**src/rtl/cursor_measure_unit_if.sv**
```systemverilog
// cursor_measure_unit_if
// Bundles the request/result signals between the cursor/button control
// logic (master) and the cursor measurement engine (slave).
//   start          request a measurement
//   cursorx1/x2    X cursor positions
//   cursory1/y2    Y cursor positions
//   sampleadjust   packed per-wave rate factors, wave i at [i*RATE_W +: RATE_W]
//   shiftDown      packed per-wave shrink shifts, wave i at [i*SHIFT_W +: SHIFT_W]
//   waveSel        wave whose scaling applies
//   measurement    0 none, 1 dx, 2 dy, 3 dx*rate, 4 dy<<shift, 5-7 reserved
//   busy/valid     engine status, one-cycle result strobe
//   num/sat        last result and its saturation flag
interface cursor_measure_unit_if #(
    parameter int unsigned COORD_W   = 11,
    parameter int unsigned OUT_W     = 14,
    parameter int unsigned NUM_WAVES = 4,
    parameter int unsigned RATE_W    = 6,
    parameter int unsigned SHIFT_W   = 4,
    parameter int unsigned SEL_W     = 2
) ();
    logic                         start;
    logic [COORD_W-1:0]           cursorx1;
    logic [COORD_W-1:0]           cursorx2;
    logic [COORD_W-1:0]           cursory1;
    logic [COORD_W-1:0]           cursory2;
    logic [NUM_WAVES*RATE_W-1:0]  sampleadjust;
    logic [NUM_WAVES*SHIFT_W-1:0] shiftDown;
    logic [SEL_W-1:0]             waveSel;
    logic [2:0]                   measurement;
    logic                         busy;
    logic                         valid;
    logic [OUT_W-1:0]             num;
    logic                         sat;

    modport master (
        output start, cursorx1, cursorx2, cursory1, cursory2,
               sampleadjust, shiftDown, waveSel, measurement,
        input  busy, valid, num, sat
    );

    modport slave (
        input  start, cursorx1, cursorx2, cursory1, cursory2,
               sampleadjust, shiftDown, waveSel, measurement,
        output busy, valid, num, sat
    );
endinterface

```
**src/rtl/cursor_measure_unit.sv**
```systemverilog
// cursor_measure_unit
// Cursor measurement engine for the scope overlay. A start strobe in IDLE
// captures the cursors and the selected wave's scaling; the engine then
// produces |a-b| raw, multiplied by the wave's rate factor (time) or
// shifted by its shrink shift (voltage), saturated to OUT_W bits.
//   clock   system clock, rising edge
//   resetn  synchronous active-low reset
//   bus     slave side of cursor_measure_unit_if (request in, result out)
module cursor_measure_unit #(
    parameter int unsigned COORD_W   = 11,
    parameter int unsigned OUT_W     = 14,
    parameter int unsigned NUM_WAVES = 4,
    parameter int unsigned RATE_W    = 6,
    parameter int unsigned SHIFT_W   = 4,
    parameter int unsigned SEL_W     = 2
) (
    input  logic                  clock,
    input  logic                  resetn,
    cursor_measure_unit_if.slave  bus
);
    localparam int unsigned MUL_W  = COORD_W + RATE_W;
    localparam int unsigned SH_W   = COORD_W + (2**SHIFT_W) - 1;
    localparam int unsigned WIDE_W = (MUL_W > SH_W) ? MUL_W : SH_W;
    localparam int unsigned CNT_W  = $clog2(RATE_W) + 1;

    typedef enum logic [1:0] {IDLE, DIFF, MUL, SHIFT} state_t;

    state_t             state, state_nxt;
    logic               diff_ph;   // DIFF spends one cycle forming d, one dispatching
    logic [COORD_W-1:0] x1_r, x2_r, y1_r, y2_r, d_r;
    logic [2:0]         mode_r;
    logic               wave_ok_r;
    logic [RATE_W-1:0]  rate_r, mult;
    logic [SHIFT_W-1:0] shift_r;
    logic [MUL_W-1:0]   acc, mcand, mul_sum;
    logic [CNT_W-1:0]   cnt;

    logic               wave_ok;
    logic [RATE_W-1:0]  rate_sel;
    logic [SHIFT_W-1:0] shift_sel;
    logic               use_y, mode_bad, mul_last;
    logic [COORD_W-1:0] op_a, op_b, d_calc;
    logic [SH_W-1:0]    sh_val;
    logic               load_en;
    logic [WIDE_W-1:0]  load_val;

    // Slice the selected wave's scaling; an out-of-range waveSel leaves wave_ok low.
    always_comb begin
        wave_ok   = 1'b0;
        rate_sel  = '0;
        shift_sel = '0;
        for (int unsigned i = 0; i < NUM_WAVES; i++) begin
            if (bus.waveSel == i[SEL_W-1:0]) begin
                wave_ok   = 1'b1;
                rate_sel  = bus.sampleadjust[i*RATE_W +: RATE_W];
                shift_sel = bus.shiftDown[i*SHIFT_W +: SHIFT_W];
            end
        end
    end

    always_comb begin
        use_y    = (mode_r == 3'd2) || (mode_r == 3'd4);
        op_a     = use_y ? y1_r : x1_r;
        op_b     = use_y ? y2_r : x2_r;
        d_calc   = (op_a >= op_b) ? (op_a - op_b) : (op_b - op_a);
        mode_bad = !wave_ok_r || (mode_r == 3'd0) || (mode_r > 3'd4);
        mul_sum  = acc + (mult[0] ? mcand : '0);
        mul_last = (cnt == CNT_W'(RATE_W - 1));
        sh_val   = SH_W'(d_r) << shift_r;
    end

    always_ff @(posedge clock) begin
        if (!resetn) state <= IDLE;
        else         state <= state_nxt;
    end

    always_comb begin
        state_nxt = state;
        case (state)
            IDLE:  if (bus.start) state_nxt = DIFF;
            DIFF: begin
                if (diff_ph) begin
                    if (mode_bad || mode_r == 3'd1 || mode_r == 3'd2) state_nxt = IDLE;
                    else if (mode_r == 3'd3)                          state_nxt = MUL;
                    else                                              state_nxt = SHIFT;
                end
            end
            MUL:   if (mul_last) state_nxt = IDLE;
            SHIFT: state_nxt = IDLE;
            default: state_nxt = IDLE;
        endcase
    end

    always_comb begin
        bus.busy = (state != IDLE);
        load_en  = 1'b0;
        load_val = '0;
        case (state)
            DIFF: begin
                if (diff_ph && mode_bad) begin
                    load_en = 1'b1;
                end else if (diff_ph && (mode_r == 3'd1 || mode_r == 3'd2)) begin
                    load_en  = 1'b1;
                    load_val = WIDE_W'(d_r);
                end
            end
            MUL: begin
                if (mul_last) begin
                    load_en  = 1'b1;
                    load_val = WIDE_W'(mul_sum);
                end
            end
            SHIFT: begin
                load_en  = 1'b1;
                load_val = WIDE_W'(sh_val);
            end
            default: ;
        endcase
    end

    always_ff @(posedge clock) begin
        if (!resetn) begin
            bus.valid <= 1'b0;
            bus.num   <= '0;
            bus.sat   <= 1'b0;
            diff_ph   <= 1'b0;
            x1_r      <= '0;
            x2_r      <= '0;
            y1_r      <= '0;
            y2_r      <= '0;
            d_r       <= '0;
            mode_r    <= '0;
            wave_ok_r <= 1'b0;
            rate_r    <= '0;
            shift_r   <= '0;
            acc       <= '0;
            mcand     <= '0;
            mult      <= '0;
            cnt       <= '0;
        end else begin
            bus.valid <= load_en;
            if (load_en) begin
                if (|load_val[WIDE_W-1:OUT_W]) begin
                    bus.num <= '1;
                    bus.sat <= 1'b1;
                end else begin
                    bus.num <= load_val[OUT_W-1:0];
                    bus.sat <= 1'b0;
                end
            end
            case (state)
                IDLE: begin
                    if (bus.start) begin
                        x1_r      <= bus.cursorx1;
                        x2_r      <= bus.cursorx2;
                        y1_r      <= bus.cursory1;
                        y2_r      <= bus.cursory2;
                        mode_r    <= bus.measurement;
                        wave_ok_r <= wave_ok;
                        rate_r    <= rate_sel;
                        shift_r   <= shift_sel;
                        diff_ph   <= 1'b0;
                    end
                end
                DIFF: begin
                    if (!diff_ph) begin
                        d_r     <= d_calc;
                        diff_ph <= 1'b1;
                    end else begin
                        diff_ph <= 1'b0;
                        acc     <= '0;
                        mcand   <= MUL_W'(d_r);
                        mult    <= rate_r;
                        cnt     <= '0;
                    end
                end
                MUL: begin
                    // LSB-first shift-add: fixed RATE_W iterations whatever the factor.
                    acc   <= mul_sum;
                    mcand <= mcand << 1;
                    mult  <= mult >> 1;
                    cnt   <= cnt + 1'b1;
                end
                default: ;
            endcase
        end
    end
endmodule
```
**src/flat_wrapper.sv**
```systemverilog
// flat-port wrapper written by rule: the top's interface ports become plain ports
module cursor_measure_unit_flat 
#(
    parameter int unsigned COORD_W   = 11,
    parameter int unsigned OUT_W     = 14,
    parameter int unsigned NUM_WAVES = 4,
    parameter int unsigned RATE_W    = 6,
    parameter int unsigned SHIFT_W   = 4,
    parameter int unsigned SEL_W     = 2
)
  (clock, resetn, bus_start, bus_cursorx1, bus_cursorx2, bus_cursory1, bus_cursory2, bus_sampleadjust, bus_shiftDown, bus_waveSel, bus_measurement, bus_busy, bus_valid, bus_num, bus_sat);
  cursor_measure_unit_if #(.COORD_W(COORD_W), .OUT_W(OUT_W), .NUM_WAVES(NUM_WAVES), .RATE_W(RATE_W), .SHIFT_W(SHIFT_W), .SEL_W(SEL_W)) bus_i ();
  input  logic clock;
  input  logic resetn;
  input wire logic [$bits(bus_i.start)-1:0] bus_start;
  input wire logic [$bits(bus_i.cursorx1)-1:0] bus_cursorx1;
  input wire logic [$bits(bus_i.cursorx2)-1:0] bus_cursorx2;
  input wire logic [$bits(bus_i.cursory1)-1:0] bus_cursory1;
  input wire logic [$bits(bus_i.cursory2)-1:0] bus_cursory2;
  input wire logic [$bits(bus_i.sampleadjust)-1:0] bus_sampleadjust;
  input wire logic [$bits(bus_i.shiftDown)-1:0] bus_shiftDown;
  input wire logic [$bits(bus_i.waveSel)-1:0] bus_waveSel;
  input wire logic [$bits(bus_i.measurement)-1:0] bus_measurement;
  output wire logic [$bits(bus_i.busy)-1:0] bus_busy;
  output wire logic [$bits(bus_i.valid)-1:0] bus_valid;
  output wire logic [$bits(bus_i.num)-1:0] bus_num;
  output wire logic [$bits(bus_i.sat)-1:0] bus_sat;
  assign bus_i.start = bus_start;
  assign bus_i.cursorx1 = bus_cursorx1;
  assign bus_i.cursorx2 = bus_cursorx2;
  assign bus_i.cursory1 = bus_cursory1;
  assign bus_i.cursory2 = bus_cursory2;
  assign bus_i.sampleadjust = bus_sampleadjust;
  assign bus_i.shiftDown = bus_shiftDown;
  assign bus_i.waveSel = bus_waveSel;
  assign bus_i.measurement = bus_measurement;
  assign bus_busy = bus_i.busy;
  assign bus_valid = bus_i.valid;
  assign bus_num = bus_i.num;
  assign bus_sat = bus_i.sat;
  cursor_measure_unit #(.COORD_W(COORD_W), .OUT_W(OUT_W), .NUM_WAVES(NUM_WAVES), .RATE_W(RATE_W), .SHIFT_W(SHIFT_W), .SEL_W(SEL_W)) u_core (.clock(clock), .resetn(resetn), .bus(bus_i));
endmodule
```
**config.mk**
```make
export PLATFORM = sky130hd
export DESIGN_NAME = cursor_measure_unit_flat
export DESIGN_NICKNAME = d
export VERILOG_FILES = /design/src/rtl/cursor_measure_unit_if.sv /design/src/rtl/cursor_measure_unit.sv /design/src/flat_wrapper.sv
export SDC_FILE = /design/constraint.sdc
export NUM_CORES = 1
export LEC_CHECK = 0
export ABC_AREA = 1
export BUFFER_PORTS_ARGS = -buffer_cell sky130_fd_sc_hd__buf_4
export CORE_ASPECT_RATIO = 1.25
export CORE_MARGIN = 1.5
export CORE_UTILIZATION = 59
export CTS_BUF_LIST = sky130_fd_sc_hd__clkbuf_16
export CTS_CLUSTER_DIAMETER = 80
export DETAILED_ROUTE_END_ITERATION = 8
export GPL_ROUTABILITY_DRIVEN = 0
export MAX_ROUTING_LAYER = met4
export PLACE_DENSITY_LB_ADDON = 0.15
export REMOVE_ABC_BUFFERS = 1
export SETUP_SLACK_MARGIN = 0.4
export SKIP_LAST_GASP = 1
export SLEW_MARGIN = 20
export SYNTH_ARGS = -nofsm -noshare
export SYNTH_HDL_FRONTEND = slang
export SYNTH_SLANG_ARGS = --single-unit
```
**constraint.sdc**
```tcl
create_clock -name clock -period 3.95 [get_ports clock]
set_input_delay 0.1975 -clock clock [delete_from_list [all_inputs] [get_ports clock]]
set_output_delay 0.1975 -clock clock [all_outputs]
set_load 0.005 [all_outputs]
```
After elaboration in Yosys (flattened, before gate mapping)

Index checks and enable logic that the tools add are counted.
Widths: inputs -> output; s select.

Output and inout bits: 17
Register bits after elaboration: 132
Word-level logic and storage cells: 104

Equality and inequality tests: 14
$lt $le $gt $ge: 2
Reductions and logical operators: 21
Bitwise gates (word level): 1
Muxes and demuxes: 43
Add/subtract/negate cells: 4
Shift operators: 1

Operator list:

| cell                | count |
|---|---|
| $pmux 26 s3         | 1 |
| $mux 17             | 4 |
| $pmux 17 s2         | 2 |
| $mux 11             | 4 |
| $mux 6              | 5 |
| $mux 26             | 1 |
| $shl 11x4->26       | 1 |
| $sub 11x11->11      | 2 |
| $mux 4              | 5 |
| $add 17x17->17      | 1 |
| $mux 14             | 1 |
| $pmux 6 s2          | 1 |
| $reduce_or 12->1    | 1 |
| $ge 11x11->1        | 1 |
| $mux 1              | 11 |
| $eq 2x2->1 const B  | 4 |
| $mux 2              | 4 |
| $pmux 2 s4          | 1 |
| $pmux 4 s2          | 1 |
| $reduce_and 2->1    | 4 |
| $eq 3x2->1 const B  | 2 |
| $logic_or 1x1->1    | 6 |
| $reduce_bool 2->1   | 3 |
| $add 4x1->4 const B | 1 |
| 15 further kinds    | 19 |

Depth between registers and ports, before layout

Word-level depth: 8
Mapped depth: 22
Gate-level depth less buffers: 19

Worst setup path before layout

Ideal clock, no wire load.

Kind: register -> register
Start point: register u_core.mode_r[0]
End point: register u_core.d_r[2]
Slack: 1.116 ns
Arrival time: 2.718 ns
Required time: 3.834 ns
Period minus slack after synthesis: 2.834 ns
Cell stages (with the launch flop): 17
Cell sequence: dfxtp_1 nor2_2 inv_2 nand2_1 nand2_1 clkbuf_1 o21ai_0 inv_1 ha_1 nand2_1 o21ai_0 nand3_1 nand3_1 buf_2 o21ai_0 o21ai_0 inv_1

Word-level cells in the longest chain between the ends: 5

Ends and longest elaborated chain:

| item                                           | RTL line                                             | source |
|---|---|---|
| start: declaration                             | cursor_measure_unit.sv:31                            | `logic [2:0] mode_r;` |
| start signal: assignment                       | cursor_measure_unit.sv:158                           | `mode_r <= bus.measurement;` |
| $eq 3x2->1 or $eq 3x3->1 (tied branches)       | cursor_measure_unit.sv:62                            | `use_y = (mode_r == 3'd2) \|\| (mode_r == 3'd4);` |
| $logic_or 1x1->1 *                             | cursor_measure_unit.sv:62                            |  |
| $mux 11 (on tied branches)                     | cursor_measure_unit.sv:64, cursor_measure_unit.sv:63 |  |
| $sub 11x11->11 or $ge 11x11->1 (tied branches) | cursor_measure_unit.sv:65                            | `d_calc = (op_a >= op_b) ? (op_a - op_b) : (op_b - op_a);` |
| $mux 11 *                                      | cursor_measure_unit.sv:65                            |  |
| end signal: assignment                         | cursor_measure_unit.sv:167                           | `d_r <= d_calc;` |
| end: declaration                               | cursor_measure_unit.sv:30                            | `logic [COORD_W-1:0] x1_r, x2_r, y1_r, y2_r, d_r;` |

Every way passes the cells marked *; elsewhere a longest branch is shown, timed or not.
A chain may end at the register's enable or synchronous reset.

Final worst setup path

Start point: register u_core.mode_r[0]
End point: register u_core.d_r[4]

The elaborated chain is that of the path after synthesis.

==> flow_summary.json <==
{
  "ant_nets": 0,
  "ys.flop_type": "dfxtp_1",
  "finClkSkew_ns": 0.00462,
  "peakVddDrop_uv": 388,
  "rr_endpoint": "u_core.d_r[4]$_SDFFE_PN0P_",
  "critPathCaptureType": "flop",
  "routed-wl-met2_mm": 11.7,
  "cp.required_ns": 4.32,
  "cts_max_level": 4,
  "critPathTopFamily": "compound AO/OA/AOI/OAI gates",
  "cp_common_cell": "nand2_1",
  "rsz0062_at_grt": "no",
  "setup-tns-final_ns": 0,
  "synth-edff-count": 0,
  "worst_path_max_delay_cell": "ha_1",
  "drc": 0,
  "min_path_type": "input pin to flop",
  "synthToLayoutAreaGrowth_pct": 21.5,
  "wl_met1_mm": 8.77,
  "final_area_um2": 9900,
  "grt_pass1_wl_mm": 37.0,
  "antenna_found_initial": 0,
  "first_iter_violations": 559,
  "clockBufferDepth": 2,
  "arrival_ns": 3.61,
  "antenna_cells": 0,
  "synth_most_common_cell": "nand2_1",
  "synth.distinct_cells": 45,
  "reg2reg_setup_slack_ns": 0.71,
  "grt_pass1_vias": 8157,
  "syn-cell-area_um2": 8150,
  "met3_length_mm": 1.11,
  "post_cts_buffers": 0,
  "vias_per_cell": 5.47,
  "outcome": "finished, final reports clean",
  "firstDrtPassIters": 6,
  "async_flop_share": 0,
  "clk_pin_slew_ns": 0.06,
  "ys_warn_count": 0,
  "ys_top_cells_by_area": "dfxtp_1 (32%), nand2_1 (16%), o21ai_0 (8.3%)",
  "cp_cell_sequence": "nor2_2 > inv_2 > nand2_1 > nand2_1 > buf_6 > o21ai_0 > inv_1 > ha_1 > a21oi_1 > o21ai_1 > a21oi_1 > nand3_2 > inv_2 > nand2_1 > nand3_1 > o211ai_1 > inv_1",
  "cellPowerDensity_nw_per_um2": 539,
  "min_delay_path_depth": 3,
  "path_buf_inv": 5,
  "synthCells": 1271,
  "hold_path_end": "u_core.x1_r[10]$_SDFFE_PN0P_",
  "grt_max_degree": 80,
  "dpl_cell_area_um2": 8990,
  "yosysTopAreaCellShare": 0.324,
  "numCtsBuffers": 17,
  "wl_per_cell_um": 14.5,
  "overflow": 0,
  "ff2ff_path_depth": 17,
  "routed_wl_mm": 22.6,
  "setup_viol": 0,
  "port_buffers": 108,
  "worstHoldStart": "bus_cursorx1[10]",
  "die_w_um": 108,
  "die_area_um2": 14500,
  "yosys.area.top_type": "dfxtp_1",
  "leakagePower_nw": 4.87,
  "cts_root_buffer": "clkbuf_16",
  "fmax_ghz": 0.309,
  "dr_total_vias": 8562,
  "ys_ff_latch": 132,
  "grt_use_total": 0.330,
  "layout-drive-gt1-share": 0.127,
  "holdWs_ns": 0.00471,
  "start_util": 0.611,
  "max_slew_margin": 0.519,
  "coreArea_um2": 13300,
  "synth-seq-area-share": 0.324,
  "cts_tree": "built",
  "tightest_slew_ns": 0.721,
  "cts_num_sinks": 132,
  "min_period_over_period": 0.819,
  "final_nets": 1514,
  "synth_common_cells": "nand2_1 (356), inv_1 (146), o21ai_0 (135)",
  "die-height_um": 134,
  "top_layer": "met4",
  "finalHoldViolCount": 0,
  "rr_startpoint": "u_core.mode_r[0]$_SDFFE_PN0P_",
  "synth.avg_cell_area_um2": 6.41,
  "ios": 109,
  "dp_hpwl_mm": 15.7,
  "rows": 47,
  "period_minus_slack_ns": 3.24,
  "power_mw": 5.33,
  "slowest_delay_ns": 0.37,
  "path_max_fanout": 35,
  "start_kind": "flop",
  "insertion_delay_ns": 0.43,
  "drv_slew": 0,
  "cap_violations": 0,
  "path_class": "flop to flop"
}
-- how the worst max path moves through the flow --
| stage | start | to | slack (ns) | depth (start not counted) |
|---|---|---|---|---|
| finish | u_core.mode_r[0]$_SDFFE_PN0P_ | u_core.d_r[4]$_SDFFE_PN0P_ | 0.71 | 17 |
| detailed placement | u_core.mode_r[0]$_SDFFE_PN0P_ | u_core.d_r[4]$_SDFFE_PN0P_ | 0.54 | 17 |
| floorplan | u_core.mode_r[0]$_SDFFE_PN0P_ | u_core.d_r[3]$_SDFFE_PN0P_ | 0.62 | 16 |
| global route | u_core.mode_r[0]$_SDFFE_PN0P_ | u_core.d_r[3]$_SDFFE_PN0P_ | 0.41 | 20 |
| global placement | u_core.mode_r[0]$_SDFFE_PN0P_ | u_core.d_r[3]$_SDFFE_PN0P_ | 0.72 | 17 |
| CTS | u_core.mode_r[0]$_SDFFE_PN0P_ | u_core.d_r[4]$_SDFFE_PN0P_ | 0.44 | 17 |
-- cell usage in the layout (no fill, tap or decap), types with 2 or more instances in the layout --
cell           Yosys  layout
nand3b_1           4       4
nor3_1             4       4
a41oi_1            5       5
clkbuf_16          0      17
o22ai_1            2       2
o21bai_1           3       3
o21a_1             4       4
nand4_1           10      10
inv_2              8       8
inv_1            146     147
clkinv_4           0       4
o221ai_1           3       3
a31oi_1           15      15
o21ai_0          135     131
o21ai_1            4       8
nor2_1           116     115
buf_4              1     115
a211oi_1           3       3
o211ai_1          11      11
a22o_1             4       4
ha_1              39      39
dlygate4sd3_1      0      31
nand3_1           55      54
nand3_2            1       2
and2_1             3       3
xor2_1            16      16
bufinv_16          0       3
or2_2              5       5
xnor2_1            6       6
a21oi_1           94      94
dfxtp_1          132     132
clkinv_1           3       5
nand2_1          356     356
clkinv_2           0       4
nor2_2            13      14
fa_1               3       3
a221oi_1           2       2
-- tightest hold or removal path, cell delays in order --
cell and delay [ns]:
buf_4 0.08, nor2_1 0.03, nor2_1 0.09
-- stage by stage --
stage	std cells	setup slack [ns]	utilization
final	1564	0.714	0.742
after global routing	1564	0.410	0.742
after CTS	1564	0.436	0.741
after detailed placement	1501	0.543	0.674
after global placement	1501	0.721	0.674
after floorplan	1214	0.620	-
-- layer usage --
| layer | vias up | track usage |
|---|---|---|
| met3 | 73 | 0.0559 |
| li1 | 4338 | - |
| met1 | 3877 | 0.348 |
| met4 | 0 | 0.173 |
| met2 | 274 | 0.582 |
| met5 | - | - |
-- report_power, final --
group	internal, mW	switching, mW	leakage (nW)
Clock	0.984	0.606	0.297
Combinational	0.752	1.30	3.49
Sequential	1.51	0.174	1.08
Total	3.25	2.08	4.87
-- cell type report --
| type | count | area [µm²] |
|---|---|---|
| Multi-Input combinational cell | 925 | 4680 |
| Fill cell | 1122 | 3450 |
| Sequential cell | 132 | 2640 |
| Timing Repair Buffer | 147 | 1180 |
| Inverter | 157 | 589 |
| Clock buffer | 17 | 425 |
| Tap cell | 171 | 214 |
| Clock inverter | 15 | 165 |
-- timing repair --
item / 4_1_cts / 5_1_grt
resized for setup: 0 / 6
hold buffers: 31 / 0
setup endpoints to repair: 0 / 10
endpoints found under the hold margin: 31 / 0
-- flip-flops by register name (all words and copies together), names as in the netlist --
register,flops
u_core.acc,17
u_core.bus.num,14
u_core.bus.sat,1
u_core.bus.valid,1
u_core.cnt,4
u_core.d_r,11
u_core.diff_ph,1
u_core.mcand,17
u_core.mode_r,3
u_core.mult,6
u_core.rate_r,6
u_core.shift_r,4
u_core.state,2
u_core.wave_ok_r,1
u_core.x1_r,11
u_core.x2_r,11
u_core.y1_r,11
u_core.y2_r,11
-- logic make-up (layout without fill, tap and decap cells) --
logic type | Yosys count | in the layout | synth area share
flip-flops | 132 | 132 | 0.324
adder cells (fa/ha/maj) | 42 | 42 | 0.0672
buffers and inverters | 214 | 336 | 0.102
multiplexers | 2 | 2 | 0.00261
AND/OR/NAND/NOR | 568 | 568 | 0.283
AO/OA/AOI/OAI | 291 | 291 | 0.197
XOR/XNOR | 22 | 22 | 0.0236
Power figures use the tool's default switching activity.
